$ cat src/rtl/spi_slave_thermo_pkg.sv
// Shared definitions for the thermostat-side SPI slave: frame width, SPI mode
// and the frame-handling FSM encoding.
package spi_slave_thermo_pkg;

    localparam int FRAME_W_DEF = 20;

    // Mode 0 only: SCLK idles low, data sampled on the rising edge.
    localparam bit SPI_CPOL = 1'b0;
    localparam bit SPI_CPHA = 1'b0;

    typedef enum logic [1:0] {
        ST_IDLE  = 2'd0,
        ST_SHIFT = 2'd1,
        ST_DONE  = 2'd2
    } spi_state_t;

endpackage

$ cat src/rtl/spi_slave_thermo_sync.sv
// Multi-flop synchronizer plus edge detector for one asynchronous SPI pin.
// Edges are suppressed until the pipeline has refilled after reset.
module spi_sync_edge #(
    parameter int   SYNC_STAGES = 2,
    parameter logic RST_VAL     = 1'b0
) (
    input  logic clk,
    input  logic rst,
    input  logic i_d,
    output logic o_level,
    output logic o_rise,
    output logic o_fall
);

    logic [SYNC_STAGES-1:0] r_sync;
    logic                   r_prev;
    logic [SYNC_STAGES:0]   r_primed;

    always_ff @(posedge clk or negedge rst) begin
        if (!rst) begin
            r_sync   <= {SYNC_STAGES{RST_VAL}};
            r_prev   <= RST_VAL;
            r_primed <= '0;
        end else begin
            r_sync   <= {r_sync[SYNC_STAGES-2:0], i_d};
            r_prev   <= r_sync[SYNC_STAGES-1];
            r_primed <= {r_primed[SYNC_STAGES-1:0], 1'b1};
        end
    end

    // A pin already at its non-idle level when reset releases must not look
    // like an edge, so detection waits until real pin samples fill the chain.
    assign o_level = r_sync[SYNC_STAGES-1];
    assign o_rise  = r_primed[SYNC_STAGES] &  o_level & ~r_prev;
    assign o_fall  = r_primed[SYNC_STAGES] & ~o_level &  r_prev;

endmodule

$ cat src/rtl/spi_slave_thermo.sv
// SPI mode-0 slave: oversamples SCLK/CS_N/MOSI in the clk domain, returns a
// word latched at frame start on MISO and delivers each full received frame.
module spi_slave_thermo
    import spi_slave_thermo_pkg::*;
#(
    parameter int FRAME_W     = FRAME_W_DEF,
    parameter int SYNC_STAGES = 2
) (
    input  logic               clk,
    input  logic               rst,
    input  logic               sclk,
    input  logic               cs_n,
    input  logic               mosi,
    output logic               miso,
    output logic               miso_oe,
    input  logic [FRAME_W-1:0] tx_data,
    output logic [FRAME_W-1:0] rx_data,
    output logic               rx_valid,
    output logic               frame_err,
    output logic               busy
);

    localparam int                CNT_W    = $clog2(FRAME_W + 2);
    localparam logic [CNT_W-1:0]  CNT_FULL = CNT_W'(FRAME_W);
    localparam logic [CNT_W-1:0]  CNT_SAT  = CNT_W'(FRAME_W + 1);

    logic w_sclk_level_unused, w_sclk_rise, w_sclk_fall;
    logic w_cs_level_unused, w_cs_rise, w_cs_fall;
    logic w_mosi, w_mosi_rise_unused, w_mosi_fall_unused;

    spi_sync_edge #(.SYNC_STAGES(SYNC_STAGES), .RST_VAL(1'b0)) u_sync_sclk (
        .clk(clk), .rst(rst), .i_d(sclk),
        .o_level(w_sclk_level_unused), .o_rise(w_sclk_rise), .o_fall(w_sclk_fall)
    );

    spi_sync_edge #(.SYNC_STAGES(SYNC_STAGES), .RST_VAL(1'b1)) u_sync_cs (
        .clk(clk), .rst(rst), .i_d(cs_n),
        .o_level(w_cs_level_unused), .o_rise(w_cs_rise), .o_fall(w_cs_fall)
    );

    spi_sync_edge #(.SYNC_STAGES(SYNC_STAGES), .RST_VAL(1'b0)) u_sync_mosi (
        .clk(clk), .rst(rst), .i_d(mosi),
        .o_level(w_mosi), .o_rise(w_mosi_rise_unused), .o_fall(w_mosi_fall_unused)
    );

    spi_state_t         r_state, w_next;
    logic [CNT_W-1:0]   r_bit_cnt;
    logic [FRAME_W-1:0] r_tx_shift;
    logic [FRAME_W-1:0] r_rx_shift;
    logic [FRAME_W-1:0] r_rx_data;
    logic               r_rx_valid;
    logic               r_frame_err;

    always_ff @(posedge clk or negedge rst) begin
        if (!rst) begin
            r_state <= ST_IDLE;
        end else begin
            r_state <= w_next;
        end
    end

    always_comb begin
        w_next = r_state;
        case (r_state)
            ST_IDLE:  if (w_cs_fall) w_next = ST_SHIFT;
            ST_SHIFT: if (w_cs_rise) w_next = ST_DONE;
            ST_DONE:  w_next = ST_IDLE;
            default:  w_next = ST_IDLE;
        endcase
    end

    always_ff @(posedge clk or negedge rst) begin
        if (!rst) begin
            r_bit_cnt   <= '0;
            r_tx_shift  <= '0;
            r_rx_shift  <= '0;
            r_rx_data   <= '0;
            r_rx_valid  <= 1'b0;
            r_frame_err <= 1'b0;
        end else begin
            r_rx_valid  <= 1'b0;
            r_frame_err <= 1'b0;
            case (r_state)
                ST_IDLE: begin
                    if (w_cs_fall) begin
                        r_tx_shift <= tx_data;
                        r_rx_shift <= '0;
                        r_bit_cnt  <= '0;
                    end
                end
                // A cs_n rise in the same cycle as an sclk edge closes the
                // frame and that edge is dropped.
                ST_SHIFT: begin
                    if (!w_cs_rise) begin
                        if (w_sclk_rise) begin
                            r_rx_shift <= {r_rx_shift[FRAME_W-2:0], w_mosi};
                            if (r_bit_cnt != CNT_SAT) begin
                                r_bit_cnt <= r_bit_cnt + CNT_W'(1);
                            end
                        end
                        if (w_sclk_fall) begin
                            r_tx_shift <= {r_tx_shift[FRAME_W-2:0], 1'b0};
                        end
                    end
                end
                ST_DONE: begin
                    if (r_bit_cnt == CNT_FULL) begin
                        r_rx_data  <= r_rx_shift;
                        r_rx_valid <= 1'b1;
                    end else begin
                        r_frame_err <= 1'b1;
                    end
                end
                default: ;
            endcase
        end
    end

    assign busy      = (r_state == ST_SHIFT);
    assign miso_oe   = busy;
    assign miso      = busy && (r_bit_cnt < CNT_FULL) ? r_tx_shift[FRAME_W-1] : 1'b0;
    assign rx_data   = r_rx_data;
    assign rx_valid  = r_rx_valid;
    assign frame_err = r_frame_err;

endmodule

$ cat config.mk
export PLATFORM = sky130hd
export DESIGN_NAME = spi_slave_thermo
export DESIGN_NICKNAME = d
export VERILOG_FILES = /design/src/rtl/spi_slave_thermo_pkg.sv /design/src/rtl/spi_slave_thermo_sync.sv /design/src/rtl/spi_slave_thermo.sv
export SDC_FILE = /design/constraint.sdc
export NUM_CORES = 1
export LEC_CHECK = 0
export CAP_MARGIN = 0
export CORE_UTILIZATION = 47
export CTS_BUF_LIST = sky130_fd_sc_hd__clkbuf_4 sky130_fd_sc_hd__clkbuf_8
export DETAILED_ROUTE_END_ITERATION = 8
export PLACE_DENSITY = 0.76
export SLEW_MARGIN = 20
export SYNTH_ARGS = -nofsm -noshare
export SYNTH_HDL_FRONTEND = slang
export SYNTH_SLANG_ARGS = --single-unit
export TNS_END_PERCENT = 10
$ cat constraint.sdc
create_clock -name clk -period 2.7 [get_ports clk]
set_input_delay 0.27 -clock clk [delete_from_list [all_inputs] [get_ports clk]]
set_output_delay 0.27 -clock clk [all_outputs]
set_load 0.05 [all_outputs]
==> key figures <==
Placement
  • Placed cell count: 383
  • GP Congestion: 0.885
  • PortBufs: 49
  • Dpl hpwl: 3.61 mm

Clock tree
  • CTS tree: done
  • Post-CTS sizing: 0
  • Bufs on Longest Clock Path: 2
  • Clock Latency Late Sink: 350 ps
  • Post-CTS Hold Fix Bufs: 0
  • Reg clk slew, reported paths: 90 ps
  • CTS Sinks: 80
  • Root Driver: clkbuf_8
  • TritonCTS Buffers: 9
  • Post-CTS Setup Repair Bufs: 0
  • H-tree levels: 3

Cells and area
  • Antenna cells: 0
  • Finished Core Util: 59.8%
  • Layout Nets: 342
  • Commonest non-fill, non-tap cell in the layout: dfrtp_1
  • Proportion of layout cells with a drive suffix above 1: 19.1%
  • Register area: 2010 um^2
  • Most frequent cells in the layout: 77 x dfrtp_1, 59 x nand2_1, 45 x clkdlybuf4s50_1, 30 x mux2_2, 21 x a22o_1
  • Fill count: 527
  • Area of the multi-input gates: 1160 um^2
  • Layout area overhead: 23.3%
  • Fin cells: 399

Power and ir drop
  • Total power: 2.94 mW
  • Pwr Density: 727 nW/um^2
  • Pleak: 1.92 nW
  • Worst VDD drop: 374 uV

Floorplan
  • Die area: 7300 um^2
  • Chip height: 85.5 um
  • Site Rows: 30
  • Core area: 6760 um^2
  • Die W: 85.5 um
  • I/O pin cnt: 50
  • Starting Density: 48.5%

Route
  • WL per Instance: 14.1 um
  • Starting DRT DRC Count: 93
  • Remaining antenna violation count: 0
  • Via-to-Cell Ratio: 5.28
  • Final WL: 5.63 mm
  • Via Count: 2108
  • Drt pass-1 iters: 6
  • # DRC: 0

Global route
  • Vias in the first global route: 2043
  • GRT Overall Usage: 16.6%
  • Pin count of the biggest net entering global routing: 81
  • Grt ovf: 0
  • Initial antenna violation count: 0
  • First-pass GRT wire length: 9.38 mm

Synth
  • Xor and xnor area share after synthesis: 0%
  • Post-Synth Adder-Cell Area: 1.15%
  • Simple-gate share of the synthesized area: 10.7%
  • Syn_area_per_cell: 12.4 um^2
  • #FFs+latches synth: 80
  • Largest family of logic cells by synthesized area: multiplexers
  • EDFF count, synth: 0
  • Post-Syn Nets: 292
  • Synth Area in Compound Gates: 9.55%
  • Distinct cells, synth: 39
  • Primary FF master, synth: dfrtp_1
  • Async set-or-reset flop fraction in the synthesized netlist: 100%
  • Mapped Cells: 264
  • Cell Area, Synth: 3270 um^2
  • Synthesis Warnings: 0
  • Sequential element share of the synthesized area: 61.3%
  • Post-synthesis mux area share: 13.8%

STA
  • Fmax: 483 MHz
  • Fin. max-slew vios: 0
  • Worst-margin pin slew: 965 ps
  • Shortest period the worst path allows: 2070 ps
  • Period utilisation layout: 76.6%
  • Final setup fails: 0
  • Setup TNS: 0 ps
  • Hold Violations, Final: 0
  • Skew final: 14.1 ps
  • Worst slew margin: 35.6%
  • RSZ-0062 raised after global routing: false

Setup path
  • CP Capture Type: primary output
  • WP data required: 2430 ps
  • R2r setup slk: 850 ps
  • Maximum net fanout on the critical path: 20
  • Worst R2R End: r_rx_shift[15]$_DFFE_PN0P_
  • R2R depth: 4
  • WS Path Type: flop to primary output
  • Reg2Reg Launch Point: u_sync_cs.r_sync[1]$_DFF_PN1_
  • WP data arrival: 1800 ps
  • Startpoint types: flop

Run status
  • Status: finished, final reports clean

Worst hold path
  • Worst hold path type: input port to async pin

Job
  • Max Cap Viol: 0
synth_stat cells, types with 3 or more instances:
master	instances	area (um^2)
dfrtp_1	77	1930
nand2_1	59	221
mux2_2	30	338
a22o_1	21	184
mux2_1	10	113
buf_2	9	45.0
inv_1	7	26.3
nand3_1	4	20.0
dfstp_2	3	78.8
ha_1	3	37.5
nor2_1	3	11.3
o21ai_0	3	15.0
how the worst max path moves through the flow:
stage,from,end,slack (ps)
after floorplan,r_state[1]$_DFFE_PN0P_,miso,840
after global placement,u_sync_cs.r_sync[1]$_DFF_PN1_,r_rx_shift[5]$_DFFE_PN0P_,910
after detailed placement,u_sync_cs.r_sync[1]$_DFF_PN1_,r_rx_shift[15]$_DFFE_PN0P_,870
after CTS,r_state[1]$_DFFE_PN0P_,miso,610
after global routing,r_state[0]$_DFFE_PN0P_,miso,500
final,r_state[1]$_DFFE_PN0P_,miso,630
power by group:
group          switching (mW)  internal, mW
combinational           0.284         0.273
sequential             0.0990          1.37
clock                   0.461         0.446
total                   0.845          2.09
sequential cells by signal, summed over array words and instances (netlist names), 5 cells and up:
signal,cells
r_rx_shift,20
r_tx_shift,20
rx_data,20
r_bit_cnt,5
area by class of cell:
cell class | count | share of cell area [%]
clock inverter | 7 | 2.11
inverter | 8 | 0.743
multi-input combinational | 162 | 28.7
tap | 80 | 2.48
sequential | 80 | 49.7
timing repair buffer | 53 | 13.3
clock buffer | 9 | 3.07
routing by layer:
layer | GRT usage, % | part of all wire [%] | up-vias
met5 | 0 | 0 | -
met4 | 7.73 | 1.6 | 0
met3 | 3.79 | 3.5 | 7
met2 | 26.0 | 48 | 46
met1 | 22.2 | 47 | 1042
li1 | - | - | 1013
critical path, stage by stage, from the launching register on:
cell and delay (ps):
dfrtp_1 460, nand2b_1 200, inv_2 150, buf_4 260
and3_1 240, buf_12 150
per-stage QoR:
stage | worst slack (ps) | hold slack [ps] | area, um^2
after floorplan | 840 | -25.6 | 3270
after global placement | 906 | 333 | 3830
after detailed placement | 874 | 336 | 3830
after CTS | 609 | 112 | 4040
after global routing | 503 | 145 | 4040
final | 632 | 66.1 | 4040
kinds of logic (layout without fill, tap and decap cells):
logic type	Yosys count	after routing
DFF	80	80
and+or+nand+nor	80	80
muxes	40	40
AOI/OAI and AO/OA	38	38
buffers and inverters	22	77
adders and majority gates	3	3
other	1	1
(Power assumes the default switching activity.)
